File: config.mk
export PLATFORM = sky130hd
export DESIGN_NAME = wb_rr_arbiter_flat
export DESIGN_NICKNAME = d
export VERILOG_FILES = /design/src/rtl/wb_rr_arbiter_if.sv /design/src/rtl/wb_rr_arbiter.sv /design/src/flat_wrapper.sv
export SDC_FILE = /design/constraint.sdc
export NUM_CORES = 1
export LEC_CHECK = 0
export ABC_AREA = 1
export BUFFER_PORTS_ARGS = -buffer_cell sky130_fd_sc_hd__buf_2
export CORE_UTILIZATION = 30
export DETAILED_ROUTE_END_ITERATION = 16
export MAX_ROUTING_LAYER = met4
export PLACE_DENSITY = 0.79
export SLEW_MARGIN = 20
export SYNTH_ARGS = -nofsm -noshare
export SYNTH_HDL_FRONTEND = slang
export SYNTH_HIERARCHICAL = 1
export SYNTH_SLANG_ARGS = --single-unit
File: constraint.sdc
create_clock -name clk -period 1.7 [get_ports clk]
set_input_delay 0.085 -clock clk [delete_from_list [all_inputs] [get_ports clk]]
set_output_delay 0.085 -clock clk [all_outputs]
set_load 0.005 [all_outputs]
File: src/rtl/wb_rr_arbiter_if.sv
// Wishbone bus bundle used by wb_rr_arbiter.
//
// Upstream side (NUM_MASTERS requesters, packed per master k at [k*W +: W]):
//   m_cyc_i, m_stb_i, m_we_i, m_adr_i, m_dat_i, m_sel_i  requests in
//   m_dat_o   read data, broadcast to every master
//   m_ack_o   per-master ack
//   m_err_o   per-master watchdog error
// Downstream side (one Wishbone master port into the conbus):
//   s_cyc_o, s_stb_o, s_we_o, s_adr_o, s_dat_o, s_sel_o  muxed request out
//   s_dat_i, s_ack_i  slave response
//
// Modports:
//   slave  - view taken by the arbiter (it is the slave of the requesters)
//   master - view taken by whatever drives the requests and models the slave
interface wb_rr_arbiter_if #(
  parameter int NUM_MASTERS = 3,
  parameter int ADDR_WIDTH  = 14,
  parameter int DATA_WIDTH  = 16
);
  logic [NUM_MASTERS-1:0]            m_cyc_i;
  logic [NUM_MASTERS-1:0]            m_stb_i;
  logic [NUM_MASTERS-1:0]            m_we_i;
  logic [NUM_MASTERS*ADDR_WIDTH-1:0] m_adr_i;
  logic [NUM_MASTERS*DATA_WIDTH-1:0] m_dat_i;
  logic [NUM_MASTERS*2-1:0]          m_sel_i;
  logic [DATA_WIDTH-1:0]             m_dat_o;
  logic [NUM_MASTERS-1:0]            m_ack_o;
  logic [NUM_MASTERS-1:0]            m_err_o;

  logic                              s_cyc_o;
  logic                              s_stb_o;
  logic                              s_we_o;
  logic [ADDR_WIDTH-1:0]             s_adr_o;
  logic [DATA_WIDTH-1:0]             s_dat_o;
  logic [1:0]                        s_sel_o;
  logic [DATA_WIDTH-1:0]             s_dat_i;
  logic                              s_ack_i;

  modport slave (
    input  m_cyc_i, m_stb_i, m_we_i, m_adr_i, m_dat_i, m_sel_i,
    output m_dat_o, m_ack_o, m_err_o,
    output s_cyc_o, s_stb_o, s_we_o, s_adr_o, s_dat_o, s_sel_o,
    input  s_dat_i, s_ack_i
  );

  modport master (
    output m_cyc_i, m_stb_i, m_we_i, m_adr_i, m_dat_i, m_sel_i,
    input  m_dat_o, m_ack_o, m_err_o,
    input  s_cyc_o, s_stb_o, s_we_o, s_adr_o, s_dat_o, s_sel_o,
    output s_dat_i, s_ack_i
  );
endinterface

File: src/rtl/wb_rr_arbiter.sv
// wb_rr_arbiter - round-robin arbiter sharing one downstream Wishbone master
// port (conbus master 0 slot) between NUM_MASTERS requesters.
//
// Ports:
//   clk      system clock
//   rst      asynchronous active-high reset
//   bus      wb_rr_arbiter_if.slave: upstream requests and downstream port
//   grant_o  one-hot current owner, zero when idle
//   busy_o   high while a master owns the bus
//
// Behaviour: a master is granted one cycle after raising cyc and keeps the
// bus for as long as it holds cyc (locked multi-beat cycles). When it lets go
// the arbiter spends one idle cycle, then searches again starting at the
// master after the previous owner.
//
// Build option: define WB_ARB_TIMEOUT_EN to include the no-ack watchdog and
// the one-cycle ERR state that reports m_err_o to the stalled owner. Without
// it m_err_o is tied low and an owner waits for ack indefinitely.

// Per-master request gating: a master's request only reaches the downstream
// OR-tree while it holds the grant.
module wb_rr_arbiter_lane #(
  parameter int ADDR_WIDTH = 14,
  parameter int DATA_WIDTH = 16
) (
  input  logic                  gnt,
  input  logic                  cyc,
  input  logic                  stb,
  input  logic                  we,
  input  logic [ADDR_WIDTH-1:0] adr,
  input  logic [DATA_WIDTH-1:0] dat,
  input  logic [1:0]            sel,
  output logic                  cyc_o,
  output logic                  stb_o,
  output logic                  we_o,
  output logic [ADDR_WIDTH-1:0] adr_o,
  output logic [DATA_WIDTH-1:0] dat_o,
  output logic [1:0]            sel_o
);
  assign cyc_o = gnt & cyc;
  // stb without cyc is meaningless; drop it so the watchdog never counts it
  assign stb_o = gnt & cyc & stb;
  assign we_o  = gnt & we;
  assign adr_o = gnt ? adr : '0;
  assign dat_o = gnt ? dat : '0;
  assign sel_o = gnt ? sel : '0;
endmodule

module wb_rr_arbiter #(
  parameter int NUM_MASTERS = 3,
  parameter int ADDR_WIDTH  = 14,
  parameter int DATA_WIDTH  = 16,
  parameter int TIMEOUT     = 255
) (
  input  logic                   clk,
  input  logic                   rst,
  wb_rr_arbiter_if.slave         bus,
  output logic [NUM_MASTERS-1:0] grant_o,
  output logic                   busy_o
);
  localparam int PW = $clog2(NUM_MASTERS);

  localparam logic [1:0] S_IDLE = 2'd0;
  localparam logic [1:0] S_OWN  = 2'd1;
`ifdef WB_ARB_TIMEOUT_EN
  localparam logic [1:0] S_ERR  = 2'd2;
`endif

  if (NUM_MASTERS < 2 || NUM_MASTERS > 4) begin : g_bad_nm
    $error("wb_rr_arbiter: NUM_MASTERS must be 2..4");
  end
  if (TIMEOUT < 1 || TIMEOUT > 1023) begin : g_bad_to
    $error("wb_rr_arbiter: TIMEOUT must be 1..1023");
  end

  // (p + inc) mod NUM_MASTERS; explicit wrap since NUM_MASTERS need not be 2^n
  function automatic logic [PW-1:0] add_mod(input logic [PW-1:0] p, input int inc);
    int s;
    s = int'(p) + inc;
    if (s >= NUM_MASTERS) s = s - NUM_MASTERS;
    return s[PW-1:0];
  endfunction

  logic [1:0]             state_q, state_d;
  logic [NUM_MASTERS-1:0] grant_q, grant_d;
  logic [PW-1:0]          ptr_q, ptr_d;
`ifdef WB_ARB_TIMEOUT_EN
  logic [9:0]             cnt_q, cnt_d;
  logic [NUM_MASTERS-1:0] err_q, err_d;
`endif

  // ---------------- per-master lanes ----------------
  logic [NUM_MASTERS-1:0]                 l_cyc, l_stb, l_we;
  logic [NUM_MASTERS-1:0][ADDR_WIDTH-1:0] l_adr;
  logic [NUM_MASTERS-1:0][DATA_WIDTH-1:0] l_dat;
  logic [NUM_MASTERS-1:0][1:0]            l_sel;

  for (genvar k = 0; k < NUM_MASTERS; k++) begin : g_lane
    wb_rr_arbiter_lane #(
      .ADDR_WIDTH (ADDR_WIDTH),
      .DATA_WIDTH (DATA_WIDTH)
    ) u_lane (
      .gnt   (grant_q[k]),
      .cyc   (bus.m_cyc_i[k]),
      .stb   (bus.m_stb_i[k]),
      .we    (bus.m_we_i[k]),
      .adr   (bus.m_adr_i[k*ADDR_WIDTH +: ADDR_WIDTH]),
      .dat   (bus.m_dat_i[k*DATA_WIDTH +: DATA_WIDTH]),
      .sel   (bus.m_sel_i[k*2 +: 2]),
      .cyc_o (l_cyc[k]),
      .stb_o (l_stb[k]),
      .we_o  (l_we[k]),
      .adr_o (l_adr[k]),
      .dat_o (l_dat[k]),
      .sel_o (l_sel[k])
    );
  end

  // grant is one-hot (or zero), so OR-reducing the gated lanes is the mux
  logic                  cyc_any, stb_any, we_any;
  logic [ADDR_WIDTH-1:0] adr_any;
  logic [DATA_WIDTH-1:0] dat_any;
  logic [1:0]            sel_any;

  always_comb begin
    cyc_any = 1'b0;
    stb_any = 1'b0;
    we_any  = 1'b0;
    adr_any = '0;
    dat_any = '0;
    sel_any = '0;
    for (int k = 0; k < NUM_MASTERS; k++) begin
      cyc_any = cyc_any | l_cyc[k];
      stb_any = stb_any | l_stb[k];
      we_any  = we_any  | l_we[k];
      adr_any = adr_any | l_adr[k];
      dat_any = dat_any | l_dat[k];
      sel_any = sel_any | l_sel[k];
    end
  end

  logic own;
  logic s_stb;
  assign own   = (state_q == S_OWN);
  assign s_stb = own & stb_any;

  // ---------------- downstream / upstream outputs ----------------
  assign bus.s_cyc_o = own & cyc_any;
  assign bus.s_stb_o = s_stb;
  assign bus.s_we_o  = we_any;
  assign bus.s_adr_o = adr_any;
  assign bus.s_dat_o = dat_any;
  assign bus.s_sel_o = sel_any;
  assign bus.m_dat_o = bus.s_dat_i;
  assign bus.m_ack_o = own ? (grant_q & {NUM_MASTERS{bus.s_ack_i}}) : '0;
`ifdef WB_ARB_TIMEOUT_EN
  assign bus.m_err_o = err_q;
`else
  assign bus.m_err_o = '0;
`endif
  assign grant_o = grant_q;
  assign busy_o  = own;

  // ---------------- arbitration ----------------
  logic          found;
  logic [PW-1:0] win_idx;
  logic [PW-1:0] cand;

  always_comb begin
    found   = 1'b0;
    win_idx = '0;
    cand    = '0;
    for (int i = 0; i < NUM_MASTERS; i++) begin
      cand = add_mod(ptr_q, i);
      if (!found && bus.m_cyc_i[cand]) begin
        found   = 1'b1;
        win_idx = cand;
      end
    end
  end

  logic [PW-1:0] own_idx;
  logic          cyc_g;

  always_comb begin
    own_idx = '0;
    for (int k = 0; k < NUM_MASTERS; k++)
      if (grant_q[k]) own_idx = PW'(k);
  end

  assign cyc_g = |(grant_q & bus.m_cyc_i);

  // ---------------- FSM ----------------
  always_comb begin
    state_d = state_q;
    grant_d = grant_q;
    ptr_d   = ptr_q;
`ifdef WB_ARB_TIMEOUT_EN
    cnt_d   = '0;
    err_d   = '0;
`endif
    case (state_q)
      S_IDLE: begin
        if (found) begin
          state_d          = S_OWN;
          grant_d          = '0;
          grant_d[win_idx] = 1'b1;
        end
      end
      S_OWN: begin
        if (!cyc_g) begin
          // an ack in this same cycle has already passed through combinationally
          state_d = S_IDLE;
          grant_d = '0;
          ptr_d   = add_mod(own_idx, 1);
        end
`ifdef WB_ARB_TIMEOUT_EN
        else if (s_stb && !bus.s_ack_i) begin
          // an ack on the final waiting cycle lands in the else path: no error
          if (cnt_q == 10'(TIMEOUT - 1)) begin
            state_d = S_ERR;
            err_d   = grant_q;
          end else begin
            cnt_d = cnt_q + 10'd1;
          end
        end
`endif
      end
`ifdef WB_ARB_TIMEOUT_EN
      S_ERR: begin
        // grant is held through ERR so the owner index is still known here
        state_d = S_IDLE;
        grant_d = '0;
        ptr_d   = add_mod(own_idx, 1);
      end
`endif
      default: begin
        state_d = S_IDLE;
        grant_d = '0;
      end
    endcase
  end

  always_ff @(posedge clk or posedge rst) begin
    if (rst) begin
      state_q <= S_IDLE;
      grant_q <= '0;
      ptr_q   <= '0;
`ifdef WB_ARB_TIMEOUT_EN
      cnt_q   <= '0;
      err_q   <= '0;
`endif
    end else begin
      state_q <= state_d;
      grant_q <= grant_d;
      ptr_q   <= ptr_d;
`ifdef WB_ARB_TIMEOUT_EN
      cnt_q   <= cnt_d;
      err_q   <= err_d;
`endif
    end
  end
endmodule

File: src/flat_wrapper.sv
// flat-port wrapper written by rule: the top's interface ports become plain ports
module wb_rr_arbiter_flat 
#(
  parameter int NUM_MASTERS = 3,
  parameter int ADDR_WIDTH  = 14,
  parameter int DATA_WIDTH  = 16,
  parameter int TIMEOUT     = 255
)
  (clk, rst, grant_o, busy_o, bus_m_cyc_i, bus_m_stb_i, bus_m_we_i, bus_m_adr_i, bus_m_dat_i, bus_m_sel_i, bus_m_dat_o, bus_m_ack_o, bus_m_err_o, bus_s_cyc_o, bus_s_stb_o, bus_s_we_o, bus_s_adr_o, bus_s_dat_o, bus_s_sel_o, bus_s_dat_i, bus_s_ack_i);
  wb_rr_arbiter_if #(.NUM_MASTERS(NUM_MASTERS), .ADDR_WIDTH(ADDR_WIDTH), .DATA_WIDTH(DATA_WIDTH)) bus_i ();
  input  logic clk;
  input  logic rst;
  output logic [NUM_MASTERS-1:0] grant_o;
  output logic busy_o;
  input wire logic [$bits(bus_i.m_cyc_i)-1:0] bus_m_cyc_i;
  input wire logic [$bits(bus_i.m_stb_i)-1:0] bus_m_stb_i;
  input wire logic [$bits(bus_i.m_we_i)-1:0] bus_m_we_i;
  input wire logic [$bits(bus_i.m_adr_i)-1:0] bus_m_adr_i;
  input wire logic [$bits(bus_i.m_dat_i)-1:0] bus_m_dat_i;
  input wire logic [$bits(bus_i.m_sel_i)-1:0] bus_m_sel_i;
  output wire logic [$bits(bus_i.m_dat_o)-1:0] bus_m_dat_o;
  output wire logic [$bits(bus_i.m_ack_o)-1:0] bus_m_ack_o;
  output wire logic [$bits(bus_i.m_err_o)-1:0] bus_m_err_o;
  output wire logic [$bits(bus_i.s_cyc_o)-1:0] bus_s_cyc_o;
  output wire logic [$bits(bus_i.s_stb_o)-1:0] bus_s_stb_o;
  output wire logic [$bits(bus_i.s_we_o)-1:0] bus_s_we_o;
  output wire logic [$bits(bus_i.s_adr_o)-1:0] bus_s_adr_o;
  output wire logic [$bits(bus_i.s_dat_o)-1:0] bus_s_dat_o;
  output wire logic [$bits(bus_i.s_sel_o)-1:0] bus_s_sel_o;
  input wire logic [$bits(bus_i.s_dat_i)-1:0] bus_s_dat_i;
  input wire logic [$bits(bus_i.s_ack_i)-1:0] bus_s_ack_i;
  assign bus_i.m_cyc_i = bus_m_cyc_i;
  assign bus_i.m_stb_i = bus_m_stb_i;
  assign bus_i.m_we_i = bus_m_we_i;
  assign bus_i.m_adr_i = bus_m_adr_i;
  assign bus_i.m_dat_i = bus_m_dat_i;
  assign bus_i.m_sel_i = bus_m_sel_i;
  assign bus_m_dat_o = bus_i.m_dat_o;
  assign bus_m_ack_o = bus_i.m_ack_o;
  assign bus_m_err_o = bus_i.m_err_o;
  assign bus_s_cyc_o = bus_i.s_cyc_o;
  assign bus_s_stb_o = bus_i.s_stb_o;
  assign bus_s_we_o = bus_i.s_we_o;
  assign bus_s_adr_o = bus_i.s_adr_o;
  assign bus_s_dat_o = bus_i.s_dat_o;
  assign bus_s_sel_o = bus_i.s_sel_o;
  assign bus_i.s_dat_i = bus_s_dat_i;
  assign bus_i.s_ack_i = bus_s_ack_i;
  wb_rr_arbiter #(.NUM_MASTERS(NUM_MASTERS), .ADDR_WIDTH(ADDR_WIDTH), .DATA_WIDTH(DATA_WIDTH), .TIMEOUT(TIMEOUT)) u_core (.clk(clk), .rst(rst), .bus(bus_i), .grant_o(grant_o), .busy_o(busy_o));
endmodule
==> flow_summary.json, run 1 <==
{
  "outcome": "finished, final reports clean",
  "clock-sinks": 6,
  "endpoint": "u_core/grant_o[0]",
  "synthTopCellsByCount": "inv_1 (122), nand2_1 (121), or3_1 (33), buf_4 (22), nand3_1 (17)",
  "skew_ns": 0.00572,
  "dp_hpwl_mm": 4.43,
  "synth_cell_types": 15,
  "period_needed_ns": 1.63,
  "rows": 27,
  "grt_pass1_vias": 2002,
  "fin_cells": 566,
  "worstSetupEndpointType": "register",
  "peakVddDrop_uv": 712,
  "ys.flop_type": "dfrtp_1",
  "maxCapViolations": 0,
  "synth_top_area_share_pct": 25.5,
  "reg2reg_slack_ns": 0.07,
  "grt_overflow": 0,
  "dr.pass1.iters": 4,
  "drtIter0Drc": 68,
  "synth.most_common_cell": "inv_1",
  "p_per_area_mw_per_mm2": 1120,
  "timing.rr.end": "u_core/grant_o[0]",
  "routabilityCongestion": 0.867,
  "antenna_found_initial": 0,
  "stdcell_area_mm2": 0.00253,
  "synth_edf_count": 0,
  "arrival_ns": 1.74,
  "r2r_cells": 10,
  "diodes": 0,
  "viasPerCell": 4.19,
  "slew_violations": 0,
  "htreeDepth": 1,
  "crit_start": "u_core/ptr_q[1]",
  "clk_pin_slew_worst_paths_ns": 0.04,
  "avgSynthCellArea_um2": 4.98,
  "placed_cells": 560,
  "syn_inst": 360,
  "required_ns": 1.81,
  "grt_pass1_wl_mm": 8.44,
  "core_area_mm2": 0.00564,
  "crit_type": "register to register",
  "start_kind": "register",
  "nNetsFinal": 624,
  "hold_viol": 0,
  "synth_top_cell_by_area": "inv_1",
  "drt_drc_violations_left": 0,
  "syn_area_mm2": 0.00179,
  "cts.root.buffer_cell": "clkbuf_8",
  "fmax_mhz": 612,
  "synth_seq_area_share_pct": 8.37,
  "numCtsBuffers": 3,
  "hp-class": "input pin to primary output",
  "synth-async-reset-ratio_pct": 100,
  "r2r_start": "u_core/ptr_q[1]",
  "netlist_top_cells_area": "inv_1 (26%), nand2_1 (25%), or3_1 (12%), buf_4 (9.2%), dfrtp_1 (8.4%)",
  "dieArea_mm2": 0.00629,
  "fin_crit_sh_pct": 96.1,
  "ys_seq_elements": 6,
  "setup_viol": 0,
  "drive_gt1_share_pct": 34.6,
  "cts_tree": "done",
  "rsz0062_at_grt": "no",
  "grt_usage_pct": 16.7,
  "die_w_um": 79.3,
  "placed_cell_area_mm2": 0.00244,
  "clock_path_buffers": 2,
  "worst-path-max-fanout": 6,
  "vias": 2370,
  "ios": 185,
  "start_util_pct": 31.8,
  "grt_max_degree": 29,
  "yosysWarnings": 6,
  "wl_per_cell_um": 10.0,
  "area_growth_pct": 41.3,
  "portBuffers": 149,
  "antenna_left": 0,
  "clk_latency_ns": 0.22,
  "setup_tns_ns": 0,
  "wl_mm": 5.66,
  "nFillCells": 608,
  "p_leak_nw": 2.24,
  "die_h_um": 79.3
}
==> layer usage <==
metal	global-route usage (%)	vias to the layer above	part of all wire, %
met4	2.55	0	0.78
met2	29.7	114	48
met3	3.22	8	9.3
li1	-	1255	-
met1	19.9	993	42
met5	-	-	0
==> cell usage in the layout (no fill, tap or decap), drive strengths merged <==
cell type / Yosys / routed
buf: 31 / 159
inv: 123 / 123
nand2: 121 / 121
or3: 33 / 33
nand3: 17 / 17
nor2: 13 / 13
o21ai: 8 / 8
dfrtp: 6 / 6
ha: 4 / 4
clkbuf: 0 / 3
conb: 1 / 3
nor3: 2 / 2
dlygate4sd3: 0 / 1
o22ai: 1 / 1
==> worst min path at each step <==
stage | depth (start not counted) | start | end
final | 0 | bus_s_dat_i[2] | bus_m_dat_o[2]
after global routing | 0 | bus_s_dat_i[2] | bus_m_dat_o[2]
after CTS | 0 | bus_s_dat_i[11] | bus_m_dat_o[11]
after detailed placement | 2 | rst | u_core/ptr_q[0]
after global placement | 2 | rst | u_core/ptr_q[1]
after floorplan | 1 | rst | u_core/grant_o[0]
==> kinds of logic (layout without fill, tap and decap cells) <==
| family | Yosys count | count (layout) | synth area share, % |
|---|---|---|---|
| flops | 6 | 6 | 8.37 |
| buf+inv | 154 | 286 | 40.6 |
| simple gates | 186 | 186 | 44.8 |
| compound gates | 9 | 9 | 3.21 |
| other cells | 1 | 3 | 0.209 |
| fa+ha+maj | 4 | 4 | 2.79 |
==> metrics by stage <==
stage	util [%]	setup slack, ns	total power, mW	hold WS [ns]
after floorplan	-	0.186	1.78	-0.124
after global placement	43.3	0.0994	2.42	0.0150
after detailed placement	43.3	0.0208	2.48	0.0175
after CTS	44.2	0.00867	2.72	0.170
after global routing	44.9	0.0198	3.16	0.170
final	44.9	0.0669	2.85	0.170
==> worst max-delay path, stage by stage (launching register included) <==
cell     delay, ns
dfrtp_1       0.43
ha_4          0.33
inv_2         0.06
nand2_1       0.06
nand3_1       0.06
nand2_1       0.11
nand2_1       0.11
o21ai_4       0.18
inv_1         0.06
nand3_1       0.08
nand2_1       0.05
==> what timing repair did <==
action | 4_1_cts | 5_1_grt
buffers inserted | 0 | 2
endpoints found under the setup margin | 0 | 4
hold buffers | 1 | 0
gates resized for setup | 0 | 10
endpoints found under the hold margin | 6 | 0
==> sequential cells by signal, indices dropped and copies added, names as in the netlist <==
register	count
u_core/state_q	1
u_core/ptr_q	2
u_core/grant_o	3
==> layout make-up <==
cell class / instances / area, µm² / share of cell area [%]
multi-input combinational: 202 / 948 / 37.4
timing repair buffer: 160 / 843 / 33.3
inverter: 123 / 462 / 18.2
sequential: 6 / 150 / 5.92
tap: 72 / 90.1 / 3.55
clock buffer: 3 / 41.3 / 1.63
==> power breakdown <==
| group | leakage, nW | internal (mW) | switching [mW] | total (mW) |
|---|---|---|---|---|
| logic | 2.15 | 1.04 | 1.32 | 2.36 |
| registers | 0.0756 | 0.206 | 0.0692 | 0.275 |
| clock network | 0.0216 | 0.152 | 0.0624 | 0.215 |
No activity file was read; power rests on OpenSTA's default activity.
==> run 2: changes to the inputs <==
--- a/config.mk
+++ b/config.mk
@@ -7,10 +7,12 @@
 export LEC_CHECK = 0
 export ABC_AREA = 1
 export BUFFER_PORTS_ARGS = -buffer_cell sky130_fd_sc_hd__buf_2
-export CORE_UTILIZATION = 30
+export CELL_PAD_IN_SITES_DETAIL_PLACEMENT = 0
+export CELL_PAD_IN_SITES_GLOBAL_PLACEMENT = 1
+export CORE_UTILIZATION = 20
 export DETAILED_ROUTE_END_ITERATION = 16
 export MAX_ROUTING_LAYER = met4
-export PLACE_DENSITY = 0.79
+export PLACE_DENSITY = 0.89
 export SLEW_MARGIN = 20
 export SYNTH_ARGS = -nofsm -noshare
 export SYNTH_HDL_FRONTEND = slang
==> run 2 against run 1 <==
Against the previous run:
- sequential power increased by 8.7%
- critical path type unchanged
- clock skew increased by 0.0059 ns
- largest cell class unchanged
- die area increased by 49%
- hold slack unchanged
- routed wire length increased by 3.6%
- design area increased by 1.2%
- largest power group unchanged
- sequential share of layout area about the same
==> flow_summary.json, run 2 (synthesized netlist as in run 1, its figures left out) <==
{
  "ios": 185,
  "grt_pass1_vias": 2160,
  "start_util_pct": 20.6,
  "required_ns": 1.80,
  "portBuffers": 149,
  "vias": 2354,
  "stdcell_area_mm2": 0.00256,
  "hold_viol": 0,
  "p_leak_nw": 2.23,
  "placed_cells": 595,
  "period_needed_ns": 1.61,
  "htreeDepth": 1,
  "start_kind": "register",
  "crit_type": "register to register",
  "fmax_mhz": 622,
  "drtIter0Drc": 72,
  "placed_cell_area_mm2": 0.00247,
  "combPwrFrac_pct": 81.5,
  "p_per_area_mw_per_mm2": 1090,
  "drive_gt1_share_pct": 35.1,
  "use_met1_pct": 13.8,
  "peakVddDrop_uv": 591,
  "seq_power_share_pct": 10.7,
  "clk_latency_ns": 0.23,
  "power.switching_mw": 1.42,
  "use_met3_pct": 1.73,
  "p_int_mw": 1.38,
  "dr.pass1.iters": 4,
  "nFillCells": 985,
  "finalPower_mw": 2.80,
  "die_h_um": 96.7,
  "fin_crit_sh_pct": 94.6,
  "dp_hpwl_mm": 4.64,
  "hp-class": "input pin to primary output",
  "viasPerCell": 3.92,
  "rows": 34,
  "wl_mm": 5.87,
  "grt_max_degree": 20,
  "grt_overflow": 0,
  "antenna_left": 0,
  "dieArea_mm2": 0.00935,
  "clk_pin_slew_worst_paths_ns": 0.04,
  "worst-path-max-fanout": 5,
  "cts.root.buffer_cell": "clkbuf_8",
  "grt_most_used_layer": "met2",
  "clock_path_buffers": 2,
  "antenna_found_initial": 0,
  "die_w_um": 96.7,
  "cts_tree": "done",
  "routabilityCongestion": 0.927,
  "skew_ns": 0.0116,
  "grt_use_met2_pct": 22.5,
  "nNetsFinal": 623,
  "setup_tns_ns": 0,
  "fin_cells": 601,
  "arrival_ns": 1.71,
  "largest_reg_flops": 3,
  "slew_violations": 0,
  "core_area_mm2": 0.00872,
  "numCtsBuffers": 3,
  "outcome": "finished, final reports clean",
  "worstSetupEndpointType": "register",
  "final_cell_mix": "buf_2 (149), inv_1 (120), nand2_1 (118), or3_1 (33), nand3_1 (16)",
  "clock_power_share_pct": 7.8,
  "setup_viol": 0,
  "swShare_pct": 50.8,
  "area_growth_pct": 43.0,
  "grt_usage_pct": 12.1,
  "grt_pass1_wl_mm": 9.36,
  "clock-sinks": 6,
  "maxCapViolations": 0,
  "drt_drc_violations_left": 0,
  "wl_per_cell_um": 9.76,
  "layout_commonest_cell": "buf_2",
  "diodes": 0
}
[run 2: cell types whose count changed in the layout (fill, tap and decap cells not counted)]
cell,previous run,this run
buf_12,1,0
dfrtp_1,6,4
dfrtp_2,0,2
nand2_1,119,118
nand2_2,2,3
o21ai_0,5,6
o21ai_1,2,1
[run 2: path summary, 6_finish.rpt]
| kind | startpoint | end | slack (ns) | cells past startpoint |
|---|---|---|---|---|
| max | u_core/ptr_q[0] | u_core/grant_o[0] | 0.09 | 11 |
| min | bus_s_dat_i[14] | bus_m_dat_o[14] | 0.17 | 0 |
| max reg2reg | u_core/ptr_q[0] | u_core/grant_o[0] | 0.09 | 11 |
| min reg2reg | u_core/state_q[0] | u_core/grant_o[2] | 0.57 | 1 |
| max in group asynchronous | rst | u_core/grant_o[0] | 1.13 | 3 |
| min in group asynchronous | rst | u_core/ptr_q[0] | 0.32 | 3 |
[run 2: per-layer routing]
layer | share of wire, % | vias up
met5 | 0 | -
li1 | - | 1253
met2 | 51 | 103
met3 | 6.2 | 8
met1 | 42 | 990
met4 | 0.61 | 0
[run 2: worst max-delay path, cell delays in order, from the launching register on]
cell and delay [ns]:
dfrtp_1 0.39, inv_2 0.08, ha_4 0.30, inv_2 0.06, nand2_1 0.08, nand3_2 0.07
nand2_2 0.08, nand2_2 0.07, o21ai_4 0.19, inv_1 0.05, nand3_1 0.08, nand2_1 0.05
[run 2: through the flow]
stage / hold slack, ns / utilization (%) / worst slack [ns]
floorplan: -0.124 / - / 0.186
global placement: 0.0100 / 28.3 / 0.0897
detailed placement: 0.0153 / 28.3 / 0.0360
CTS: 0.170 / 28.9 / 0.0209
global route: 0.170 / 29.4 / -0.0568
finish: 0.170 / 29.4 / 0.0918
[run 2: power by group through the flow]
stage	Clock, mW	Sequential (mW)	Combinational [mW]
floorplan	0	0.262	1.52
global placement	0	0.286	2.12
detailed placement	0	0.290	2.16
CTS	0.221	0.289	2.17
global route	0.229	0.315	2.61
finish	0.219	0.299	2.28
[run 2: timing repair]
| item | 4_1_cts | 5_1_grt |
|---|---|---|
| endpoints found under the setup margin | 0 | 14 |
| resized for setup | 0 | 12 |
| hold endpoints to repair | 6 | 0 |
| hold buffers | 1 | 0 |
| buffers inserted | 0 | 2 |
[run 2: cell type report]
class                   count  area [µm²]  area share [%]
multi-input cells         202         951            37.1
repair buffers            159         823            32.1
inverters                 123         462            18.0
flip-flops and latches      6         153            5.95
well taps                 108         135            5.27
clock buffers               3        41.3            1.61
==> run 3: changes to the inputs <==
--- a/config.mk
+++ b/config.mk
@@ -9,10 +9,10 @@
 export BUFFER_PORTS_ARGS = -buffer_cell sky130_fd_sc_hd__buf_2
 export CELL_PAD_IN_SITES_DETAIL_PLACEMENT = 0
 export CELL_PAD_IN_SITES_GLOBAL_PLACEMENT = 1
-export CORE_UTILIZATION = 20
+export CORE_UTILIZATION = 18
 export DETAILED_ROUTE_END_ITERATION = 16
 export MAX_ROUTING_LAYER = met4
-export PLACE_DENSITY = 0.89
+export PLACE_DENSITY = 0.85
 export SLEW_MARGIN = 20
 export SYNTH_ARGS = -nofsm -noshare
 export SYNTH_HDL_FRONTEND = slang
==> constraint.sdc (replaced) <==
create_clock -name clk -period 1.45 [get_ports clk]
set_input_delay 0.0725 -clock clk [delete_from_list [all_inputs] [get_ports clk]]
set_output_delay 0.0725 -clock clk [all_outputs]
set_load 0.005 [all_outputs]
==> run 3 against run 2 <==
Against the previous run:
- the flow now finishes with violations (negative setup slack)
- first-iteration DRC count down 56%
- critical path depth shrank 1
- critical path type unchanged
- utilization rose by 1.3 points
- clock power is 16% higher
- clock skew down 0.0081 ns
- worst setup slack lost 0.21 ns
- routed wire length rose by 13%
==> flow_summary.json, run 3 (synthesized netlist as in run 1, its figures left out) <==
{
  "p_leak_nw": 2.38,
  "endpoint": "u_core/grant_o[0]",
  "die_h_um": 102,
  "maxCapViolations": 0,
  "required_ns": 1.56,
  "worstSetupEndpointType": "register",
  "nNetsFinal": 637,
  "pre_cts_ws_ns": -0.137,
  "start_util_pct": 18.4,
  "violations": "negative setup slack",
  "period_needed_ns": 1.57,
  "clock-sinks": 6,
  "cts.root.buffer_cell": "clkbuf_8",
  "worst-path-max-fanout": 5,
  "start_kind": "register",
  "fmax_mhz": 637,
  "reg2reg_slack_ns": -0.12,
  "drt_drc_violations_left": 0,
  "diodes": 0,
  "grt_max_degree": 27,
  "placed_cell_area_mm2": 0.00256,
  "final_cell_mix": "buf_2 (149), inv_1 (115), nand2_1 (81), nand2_2 (37), or3_1 (33)",
  "p_per_area_mw_per_mm2": 1410,
  "wl_per_cell_um": 10.4,
  "slew_violations": 0,
  "nFillCells": 1108,
  "skew_ns": 0.00346,
  "vias": 2504,
  "grt_pass1_wl_mm": 8.41,
  "layout_commonest_cell": "buf_2",
  "hold_viol": 0,
  "grt_overflow": 0,
  "core_area_mm2": 0.00973,
  "rows": 36,
  "stdcell_area_mm2": 0.00299,
  "antenna_found_initial": 0,
  "r2r_cells": 10,
  "clk_latency_ns": 0.22,
  "crit_start": "u_core/ptr_q[1]",
  "timing.rr.end": "u_core/grant_o[0]",
  "cts_tree": "done",
  "clk_pin_slew_worst_paths_ns": 0.04,
  "viasPerCell": 3.91,
  "die_w_um": 102,
  "routed-wl-met2_mm": 3.42,
  "drtIter0Drc": 32,
  "dieArea_mm2": 0.0104,
  "routed-wl-met3_um": 412,
  "numCtsBuffers": 3,
  "portBuffers": 149,
  "largest_reg_flops": 3,
  "clock_path_buffers": 2,
  "area_growth_pct": 66.6,
  "dp_hpwl_mm": 4.74,
  "ios": 185,
  "dr.pass1.iters": 4,
  "arrival_ns": 1.68,
  "wl_mm": 6.66,
  "crit_type": "register to register",
  "htreeDepth": 1,
  "antenna_left": 0,
  "rsz0062_at_grt": "yes",
  "hold_start": "bus_s_dat_i[15]",
  "finalPower_mw": 4.21,
  "drive_gt1_share_pct": 47.7,
  "routabilityCongestion": 0.770,
  "peakVddDrop_uv": 956,
  "setup_viol": 37,
  "highest_layer": "met4",
  "hp-class": "input pin to primary output",
  "outcome": "finished with violations",
  "fin_crit_sh_pct": 108,
  "grt_pass1_vias": 2045,
  "wl_met1_mm": 2.75,
  "setup_slack_ns": -0.120,
  "setup_tns_ns": -2.22,
  "grt_usage_pct": 10.3,
  "final_core_util_pct": 30.7,
  "r2r_start": "u_core/ptr_q[1]"
}
run 3: cell types whose count changed in the layout (fill, tap and decap cells not counted), moves of 4 or more:
cell     before  now
nand3_2       1    7
inv_1       120  115
nand2_1     118   81
o21ai_1       1    6
nand3_1      16   10
buf_6         0    7
buf_12        0    4
nor2_1       13    9
o21ai_0       6    1
nand2_2       3   37
run 3: routing by layer:
| metal | global-route usage, % | up-vias |
|---|---|---|
| li1 | - | 1288 |
| met4 | 1.76 | 0 |
| met1 | 11.1 | 1112 |
| met3 | 1.37 | 6 |
| met5 | - | - |
| met2 | 20.0 | 98 |
run 3: final cells by class:
| cell class | count | area, µm² | area share (%) |
|---|---|---|---|
| multi-input cells | 202 | 1120 | 37.5 |
| flip-flops and latches | 6 | 154 | 5.15 |
| inverters | 123 | 467 | 15.6 |
| clock buffers | 3 | 41.3 | 1.38 |
| repair buffers | 173 | 1040 | 34.8 |
| well taps | 133 | 166 | 5.57 |
run 3: power breakdown:
| group | total, mW | internal [mW] | switching (mW) | leakage (nW) |
|---|---|---|---|---|
| Sequential | 0.372 | 0.247 | 0.125 | 0.0715 |
| Clock | 0.255 | 0.179 | 0.0762 | 0.0216 |
| Combinational | 3.59 | 1.73 | 1.86 | 2.28 |
run 3: timing repair:
item	CTS	global route
gates cloned	0	3
hold buffers	1	0
setup endpoints to repair	37	40
buffers inserted	5	3
hold endpoints to repair	6	0
resized for setup	27	65
pin swaps	6	14
run 3: stage by stage:
step | hold slack (ns) | instances
final | 0.145 | 640
after global routing | 0.145 | 640
after detailed placement | 0.0129 | 625
after CTS | 0.145 | 634
after global placement | 0.000730 | 625
after floorplan | -0.137 | 362
run 3: how the worst min path moves through the flow:
| stage | to | depth (start not counted) |
|---|---|---|
| global placement | u_core/ptr_q[1] | 2 |
| CTS | bus_m_dat_o[0] | 0 |
| detailed placement | u_core/ptr_q[0] | 2 |
| finish | bus_m_dat_o[15] | 0 |
| global route | bus_m_dat_o[15] | 0 |
| floorplan | u_core/grant_o[0] | 1 |
run 3: critical path, cell delays in order, from the launching register on:
cell and delay, ns:
dfrtp_1 0.42, ha_4 0.33, inv_4 0.05, nand2_2 0.06, nand3_2 0.07, nand2_2 0.11
nand3_2 0.11, nor2_2 0.14, nor2_4 0.05, nand3_2 0.07, nand2_1 0.05
